[src/rtl/posit_round_norm_sched.sv]
// -----------------------------------------------------------------------------
// posit_round_norm_sched
//
// Shares one combinational posit round/normalize/saturate datapath between
// N_REQ producers. A round-robin arbiter picks one requester per cycle and
// loads its operation into stage 1. Stage 1 drives the external datapath
// (rn_*). Stage 2 captures the datapath result and presents it downstream
// with valid/ready back-pressure. Each operation carries a precision mode
// (full / 2x half / 4x quart) and an opaque tag.
//
// Optional feature (macro POSIT_RN_SCHED_STATS_EN):
//   Adds saturating per-requester handshake counters and an output-stall
//   cycle counter. When the macro is undefined, those ports are absent.
//
// Ports:
//   clk, rst            clock, synchronous active-high reset
//   req_valid/ready     per-requester handshake (N_REQ bits each)
//   req_mode            2 bits per requester: 0 full, 1 half, 2 quart, 3 reserved
//   req_exp/mant/tag    per-requester payload bundles
//   rn_mode/exp/mant    stage-1 operands to the shared datapath
//   rn_res              datapath result, combinational from rn_*
//   out_valid/ready     result handshake
//   out_res/mode/tag    registered result and its side-band
//   out_src             index of the requester that issued the result
//   err_mode            sticky flag: a reserved mode was accepted
//   stat_grant_cnt      (stats build) 16 bits per requester, requester 0 at LSBs
//   stat_stall_cnt      (stats build) cycles with out_valid & !out_ready
// -----------------------------------------------------------------------------
module posit_round_norm_sched #(
   parameter int N_REQ  = 2,
   parameter int EXP_W  = 32,
   parameter int MANT_W = 32,
   parameter int RES_W  = 56,
   parameter int TAG_W  = 4
) (
   input  logic                       clk,
   input  logic                       rst,
   input  logic [N_REQ-1:0]           req_valid,
   output logic [N_REQ-1:0]           req_ready,
   input  logic [N_REQ*2-1:0]         req_mode,
   input  logic [N_REQ*EXP_W-1:0]     req_exp,
   input  logic [N_REQ*MANT_W-1:0]    req_mant,
   input  logic [N_REQ*TAG_W-1:0]     req_tag,
   output logic [1:0]                 rn_mode,
   output logic [EXP_W-1:0]           rn_exp,
   output logic [MANT_W-1:0]          rn_mant,
   input  logic [RES_W-1:0]           rn_res,
   output logic                       out_valid,
   input  logic                       out_ready,
   output logic [RES_W-1:0]           out_res,
   output logic [1:0]                 out_mode,
   output logic [TAG_W-1:0]           out_tag,
   output logic [$clog2(N_REQ)-1:0]   out_src,
   output logic                       err_mode
`ifdef POSIT_RN_SCHED_STATS_EN
   ,
   output logic [N_REQ*16-1:0]        stat_grant_cnt,
   output logic [15:0]                stat_stall_cnt
`endif
);

   localparam int SRC_W = $clog2(N_REQ);

   typedef enum logic [1:0] {
      MODE_FULL  = 2'd0,
      MODE_HALF  = 2'd1,
      MODE_QUART = 2'd2,
      MODE_RSVD  = 2'd3
   } mode_e;

   logic             s1_valid;
   logic [TAG_W-1:0] s1_tag;
   logic [SRC_W-1:0] s1_src;
   logic             s2_valid;
   logic [SRC_W-1:0] rr_ptr;

   logic             s1_adv;
   logic             s2_adv;
   logic             s1_keep;
   logic             grant_found;
   logic [SRC_W-1:0] grant_idx;
   logic             hs;
   int               idx;
   logic [SRC_W-1:0] cand;

   assign s2_adv    = !s2_valid || out_ready;
   assign s1_adv    = !s1_valid || s2_adv;
   assign out_valid = s2_valid;

   // Reserved-mode operations are consumed at the s1->s2 boundary, never emitted.
   assign s1_keep   = s1_valid && (rn_mode != MODE_RSVD);

   // Round-robin: scan from the highest offset down so the requester closest
   // to rr_ptr is the last (and therefore winning) assignment.
   always_comb begin
      // NOTE: every variable gets a default before any conditional write, so no latch is inferred.
      grant_found = 1'b0;
      grant_idx   = '0;
      idx         = 0;
      cand        = '0;
      for (int k = N_REQ - 1; k >= 0; k--) begin
         idx = int'(rr_ptr) + k;
         if (idx >= N_REQ) idx = idx - N_REQ;
         cand = SRC_W'(idx);
         if (req_valid[cand]) begin
            grant_found = 1'b1;
            grant_idx   = cand;
         end
      end
   end

   // Ready is masked during reset so nothing is accepted while state clears.
   assign hs = grant_found && s1_adv && !rst;

   always_comb begin
      req_ready = '0;
      if (hs) req_ready[grant_idx] = 1'b1;
   end

   // Stage 1: arbitration winner, drives the shared datapath directly.
   always_ff @(posedge clk) begin
      // NOTE: state is updated with non-blocking assignments so every flop samples pre-edge values.
      if (rst) begin
         s1_valid <= 1'b0;
         rn_mode  <= '0;
         rn_exp   <= '0;
         rn_mant  <= '0;
         s1_tag   <= '0;
         s1_src   <= '0;
         rr_ptr   <= '0;
         err_mode <= 1'b0;
      end else if (hs) begin
         s1_valid <= 1'b1;
         rn_mode  <= req_mode[grant_idx*2 +: 2];
         rn_exp   <= req_exp[grant_idx*EXP_W +: EXP_W];
         rn_mant  <= req_mant[grant_idx*MANT_W +: MANT_W];
         s1_tag   <= req_tag[grant_idx*TAG_W +: TAG_W];
         s1_src   <= grant_idx;
         rr_ptr   <= (grant_idx == SRC_W'(N_REQ - 1)) ? '0 : grant_idx + 1'b1;
         if (req_mode[grant_idx*2 +: 2] == MODE_RSVD) err_mode <= 1'b1;
      end else if (s1_adv) begin
         s1_valid <= 1'b0;
      end
   end

   // Stage 2: registered result; payload only changes when a kept op lands.
   always_ff @(posedge clk) begin
      if (rst) begin
         s2_valid <= 1'b0;
         out_res  <= '0;
         out_mode <= '0;
         out_tag  <= '0;
         out_src  <= '0;
      end else if (s2_adv) begin
         s2_valid <= s1_keep;
         if (s1_keep) begin
            out_res  <= rn_res;
            out_mode <= rn_mode;
            out_tag  <= s1_tag;
            out_src  <= s1_src;
         end
      end
   end

`ifdef POSIT_RN_SCHED_STATS_EN
   // Saturating event counters.
   always_ff @(posedge clk) begin
      if (rst) begin
         stat_grant_cnt <= '0;
         stat_stall_cnt <= '0;
      end else begin
         for (int i = 0; i < N_REQ; i++) begin
            if (req_valid[i] && req_ready[i] && stat_grant_cnt[i*16 +: 16] != 16'hFFFF)
               stat_grant_cnt[i*16 +: 16] <= stat_grant_cnt[i*16 +: 16] + 16'd1;
         end
         if (s2_valid && !out_ready && stat_stall_cnt != 16'hFFFF)
            stat_stall_cnt <= stat_stall_cnt + 16'd1;
      end
   end
`endif

endmodule

[config.mk]
export PLATFORM = sky130hd
export DESIGN_NAME = posit_round_norm_sched
export DESIGN_NICKNAME = d
export VERILOG_FILES = /design/src/rtl/posit_round_norm_sched.sv
export SDC_FILE = /design/constraint.sdc
export NUM_CORES = 1
export LEC_CHECK = 0
export ABC_AREA = 1
export CAP_MARGIN = 20
export CORE_AREA = 2 2 129 131
export DETAILED_ROUTE_END_ITERATION = 6
export DIE_AREA = 0 0 131 133
export GPL_ROUTABILITY_DRIVEN = 0
export GPL_TIMING_DRIVEN = 1
export PLACE_DENSITY = 0.76
export REMOVE_ABC_BUFFERS = 1
export SYNTH_ARGS = -nofsm -noshare
export SYNTH_HDL_FRONTEND = slang
export SYNTH_SLANG_ARGS = --single-unit
[constraint.sdc]
create_clock -name clk -period 1.4 [get_ports clk]
set_input_delay 0.14 -clock clk [delete_from_list [all_inputs] [get_ports clk]]
set_output_delay 0.14 -clock clk [all_outputs]
set_load 0.01 [all_outputs]
Yosys cells after proc, flatten, opt, wreduce, memory -nomap -nowiden
Index checks and enable logic that the tools add are counted.

Word-level logic and storage cells: 57. Input bits: 201. RAM bits: 0. Flip-flop bits (word level): 138. Memories kept: 0. Bits in latches: 0. Memory bits (read-only): 0.

$lt $le $gt $ge: 6. Multipliers: 0. Add/subtract/negate cells: 4. Equal/unequal tests: 2. Divide/modulo/power cells: 0. Mux-type cells: 16. Shifts and indexed selects: 4. Bitwise gates (word level): 0. Reductions and logical operators: 12.

Operators with widths (count): variable part select 64 x 7 -> 32 bit (2); two-way mux 1 bit (14); variable part select 8 x 4 -> 4 bit (1); < comparator 1 x 2 -> 1 bit, second input constant (3); logical AND 1 bit (4); AND reduction 2 bit (2); variable part select 4 x 3 -> 2 bit (1); logical NOT 1 bit (3); adder 1 x 1 -> 2 bit, second input constant (1); == test 2 bit, second input constant (1); greater-or-equal comparator 1 x 2 -> 1 bit, second input constant (1); greater-or-equal comparator 2 bit, second input constant (1); logical OR 1 bit (2); two-way mux 2 bit (1); inequality test 2 bit, second input constant (1); nonzero test 2 bit (1); subtractor 1 bit, second input constant (2); adder 1 bit, second input constant (1); demux 1 bit (select 1 bit) (1); greater-or-equal comparator 1 bit, second input constant (1).

Depth between registers and ports, before layout
Word-level depth: 12. Gate-level depth with buffers: 10.

Least setup slack after synthesis
Ideal clock, no wire load.

Kind: register to register. From: register s2_valid, in the netlist out_valid. To: register s1_src. Stages on the path, launching flop included: 8. Path slack: 0.165 ns. Data required time: 1.276 ns. Clock period less this slack: 1.235 ns. Data arrival time: 1.110 ns. Setup time: 0.124 ns. Path through: dfxtp_1 > nand2_1 > nor2_1 > nor2_2 > inv_2 > buf_2 > nor2_1 > nor2_1.

Word-level cells in the longest chain between the ends: 5.

Ends and longest elaborated chain: from (decl) (line 74) `logic s2_valid;`; from (signal assigned) (line 155) `s2_valid <= s1_keep;`; logical NOT 1 bit (line 86) `assign s2_adv = !s2_valid || out_ready;`; logical OR 1 bit (line 86); logical OR 1 bit (line 87) `assign s1_adv = !s1_valid || s2_adv;`; logical AND 1 bit (2 in series) (line 113) `assign hs = grant_found && s1_adv && !rst;`; to (signal assigned) (line 138) `s1_src <= grant_idx;`; to (decl) (line 73) `logic [SRC_W-1:0] s1_src;`.

No other way between the ends. A chain may end at the register's enable or synchronous reset.

Worst setup path after layout
From: register rr_ptr. To: output req_ready[0].

Word-level cells in the longest chain between the ends: 12. Elaborated cells between the ends (all ways): 23.

Ends and longest elaborated chain: from (decl) (line 75) `logic [SRC_W-1:0] rr_ptr;`; from (signal assigned) (line 139) `rr_ptr <= (grant_idx == SRC_W'(N_REQ - 1)) ? '0 : grant_idx + 1'b1;`; adder 1 x 1 -> 2 bit (line 102) `idx = int'(rr_ptr) + k;`; greater-or-equal comparator 2 bit / subtractor 1 bit (equally long branches) (line 103) `if (idx >= N_REQ) idx = idx - N_REQ;`; two-way mux 1 bit (line 103); two-way mux 1 bit (implied by the code) (2 in series) (line 105) `if (req_valid[cand]) begin`; two-way mux 1 bit (2 in series) (line 105); < comparator 1 x 2 -> 1 bit (implied by the code) / greater-or-equal comparator 1 bit (equally long branches) (line 117) `if (hs) req_ready[grant_idx] = 1'b1;`; logical AND 1 bit (implied by the code) (line 117); two-way mux 1 bit (implied by the code) (line 117); demux 1 bit (select 1 bit) (line 117); two-way mux 2 bit * (line 117); to (decl) (line 39) `output logic [N_REQ-1:0] req_ready,`.

Mark *: on every way between the ends. The rest lies on a longest branch, timed or not. The select of a mux whose other input is x is not followed.

==> impl_metrics.toml <==
[status]
outcome = "finished with violations"
violations = "negative setup slack"

[cells_and_area]
nets = 1361
drive_gt1_frac = 0.07246
syn2layout_area_growth_pct = 76.10
n_antenna_cell = 0
fillers = 1495
final_core_util = 0.6116
design_area_um2 = 9891

[global_route]
grt_pass1_vias = 5950
grt_pass1_wl_mm = 29.50
met3_usage = 0.06510
gr-usage-met2 = 0.3765
antenna_found_initial = 0
busiest_layer = "met2"
met1_usage = 0.2445
grtUsageTotal = 0.2158
grt.overflow.total = 0
grt_max_degree = 74

[critical_path]
cp_slowest_cell = "dfxtp_1"
cp.required_ns = 1.26
r2r_slack_ns = 0.02
cp_num_buf_inv = 3
worstSetupStartpointType = "register"
max_stage_delay_ns = 0.32
path_class = "reg2out"
path_delay_family = "flip-flops"
arrival_ns = 1.29
cp_cell_sequence = "inv_1 -> nand2_2 -> nand2_4 -> inv_4 -> nor2_4 -> buf_6"
cp_max_fo = 5
end_kind = "output port"

[synthesis]
syn_inst = 831
ys.warnings.count = 0
synth_area_per_cell_um2 = 6.759
syn_area_um2 = 5617
synth_cell_types = 17
ys_ff_latch = 138
yosysSeqAreaShare = 0.4919

[timing]
report.final.slew_viol_count = 0
skew_ns = 0.008166
slew_headroom = 0.4624
fmax_ghz = 0.6973
rsz0062_at_grt = "yes"
setup_slack_ns = -0.03408
tightest_slew_ns = 0.8064
finalSetupViolations = 2
min_period_over_period = 1.024
finalHoldViolCount = 0
period_minus_slack_ns = 1.434

[routing]
routed_wl_mm = 20.55
wl_per_cell_um = 14.76
antenna_left = 0
dr.pass1.iters = 4
drc = 0
dr_total_vias = 6431
first_iter_violations = 279
avgViaCountPerCell = 4.617

[floorplan]
boundaryPins = 334
die_area_um2 = 17420
die-width_um = 131
rows = 47
core-area_um2 = 16170
die_height_um = 133
start_util = 0.3473

[placement]
port_buffers = 333
hpwl_mm = 13.80
place_ws_ns = -0.4162
place_area_um2 = 9211

[hold_path]
min_path_type = "in2reg"

[cts]
cts_tree = "yes"
cts-root-buf = "clkbuf_16"
clockBufferDepth = 2
htreeDepth = 4
clock_insertion_delay_worst_skew_ns = 0.42
path_clk_slew_ns = 0.07
cts_buffers = 17
cts.sinks = 138

[pwr]
ir_worst_vdd_uv = 841.2
power.leakage_nw = 4.769
p_per_area_nw_per_um2 = 1082

[job]
max_cap_violations = 0
-- layout make-up --
| class | count | area, um2 | area share |
|---|---|---|---|
| Tap cell | 220 | 275.3 | 0.02783 |
| Multi-Input combinational cell | 627 | 2599 | 0.2627 |
| Clock buffer | 18 | 429.2 | 0.04339 |
| Inverter | 9 | 38.79 | 0.003922 |
| Sequential cell | 138 | 2765 | 0.2796 |
| Clock inverter | 14 | 123.9 | 0.01252 |
| Timing Repair Buffer | 367 | 3660 | 0.3700 |
-- through the flow --
stage	hold WS (ns)	power [mW]	cells	TNS, ns
floorplan	0.2091	5.155	774	-304.01
global placement	0.4380	6.572	1351	-31.71
detailed placement	0.4423	6.594	1351	-36.05
CTS	0.2942	10.67	1385	-0.1960
global route	0.3024	11.17	1393	-1.360
finish	0.3090	10.70	1393	-0.03939
-- worst min-delay path: cells and delay by family --
kind | cells | cell delay, ns
simple gates | 2 | 0.15
buf+inv | 1 | 0.40
-- where the power goes --
group	internal (mW)	leakage (nW)	switching (mW)
Clock	2.44	0.262	1.78
Combinational	1.14	3.37	1.02
Sequential	4.20	1.13	0.117
Total	7.78	4.77	2.92
-- layer usage --
layer | wire, um | vias up
li1 | - | 3261
met1 | 7942 | 2891
met2 | 10370 | 253
met3 | 1842 | 26
met4 | 395 | 0
met5 | 0 | -
-- final timing paths --
kind,start,endpoint,cells after the start
setup / recovery,rr_ptr,req_ready[0],6
hold reg to reg,err_mode,err_mode,2
setup reg to reg,rr_ptr,rn_exp[13],10
hold / removal,rn_res[53],out_res[53],3
-- synthesized netlist by cell type, drive strengths merged --
cell	number	area, um2
nand2	352	1324
dfxtp	138	2763
nor2	132	498.0
a21oi	73	365.4
o21ai	66	330.3
buf	32	186.4
clkbuf	25	93.84
inv	9	33.78
nand3	3	15.01
o31ai	1	7.510
-- layout by cell type (no fill, tap or decap) --
| master | n |
|---|---|
| clkbuf_16 | 22 |
| buf_2 | 1 |
| clkdlybuf4s50_1 | 199 |
| clkinv_4 | 3 |
| nand2_2 | 3 |
| clkinv_2 | 4 |
| inv_2 | 2 |
| a21oi_2 | 2 |
| nand3_1 | 3 |
| clkinvlp_4 | 4 |
| o21ai_1 | 2 |
| nand2_4 | 1 |
| dlygate4sd2_1 | 131 |
| a21oi_1 | 70 |
| o31ai_1 | 1 |
| o21ai_0 | 64 |
| a21oi_4 | 1 |
| buf_6 | 4 |
| buf_12 | 6 |
| nor2_1 | 128 |
| clkbuf_1 | 1 |
| bufinv_16 | 1 |
| inv_6 | 2 |
| clkinv_1 | 1 |
| inv_4 | 2 |
| inv_1 | 4 |
| nor2_4 | 4 |
| buf_8 | 1 |
| dfxtp_2 | 2 |
| buf_16 | 3 |
| dfxtp_1 | 136 |
| nand2_1 | 348 |
| buf_4 | 17 |
-- timing repair --
item                                    CTS  global route
setup buffers                             0             3
gates resized for setup                 149            21
hold buffers                              0             0
pin swaps                                 0             3
cloned                                    2             5
endpoints found under the setup margin  181            65
-- sequential cells by signal, summed over array words and instances, names as in the netlist --
signal,cells
err_mode,1
out_mode,2
out_res,56
out_src,1
out_tag,4
out_valid,1
rn_exp,32
rn_mant,32
rn_mode,2
rr_ptr,1
s1_src,1
s1_tag,4
s1_valid,1
-- cell families after synthesis --
kind of cell           count (synthesis)  share of synthesized area
DFF                                  138                     0.4919
AOI/OAI and AO/OA                    140                     0.1252
and+or+nand+nor                      487                     0.3270
buffers and inverters                 66                    0.05591
Note: power is estimated with default switching activity, not from simulation.
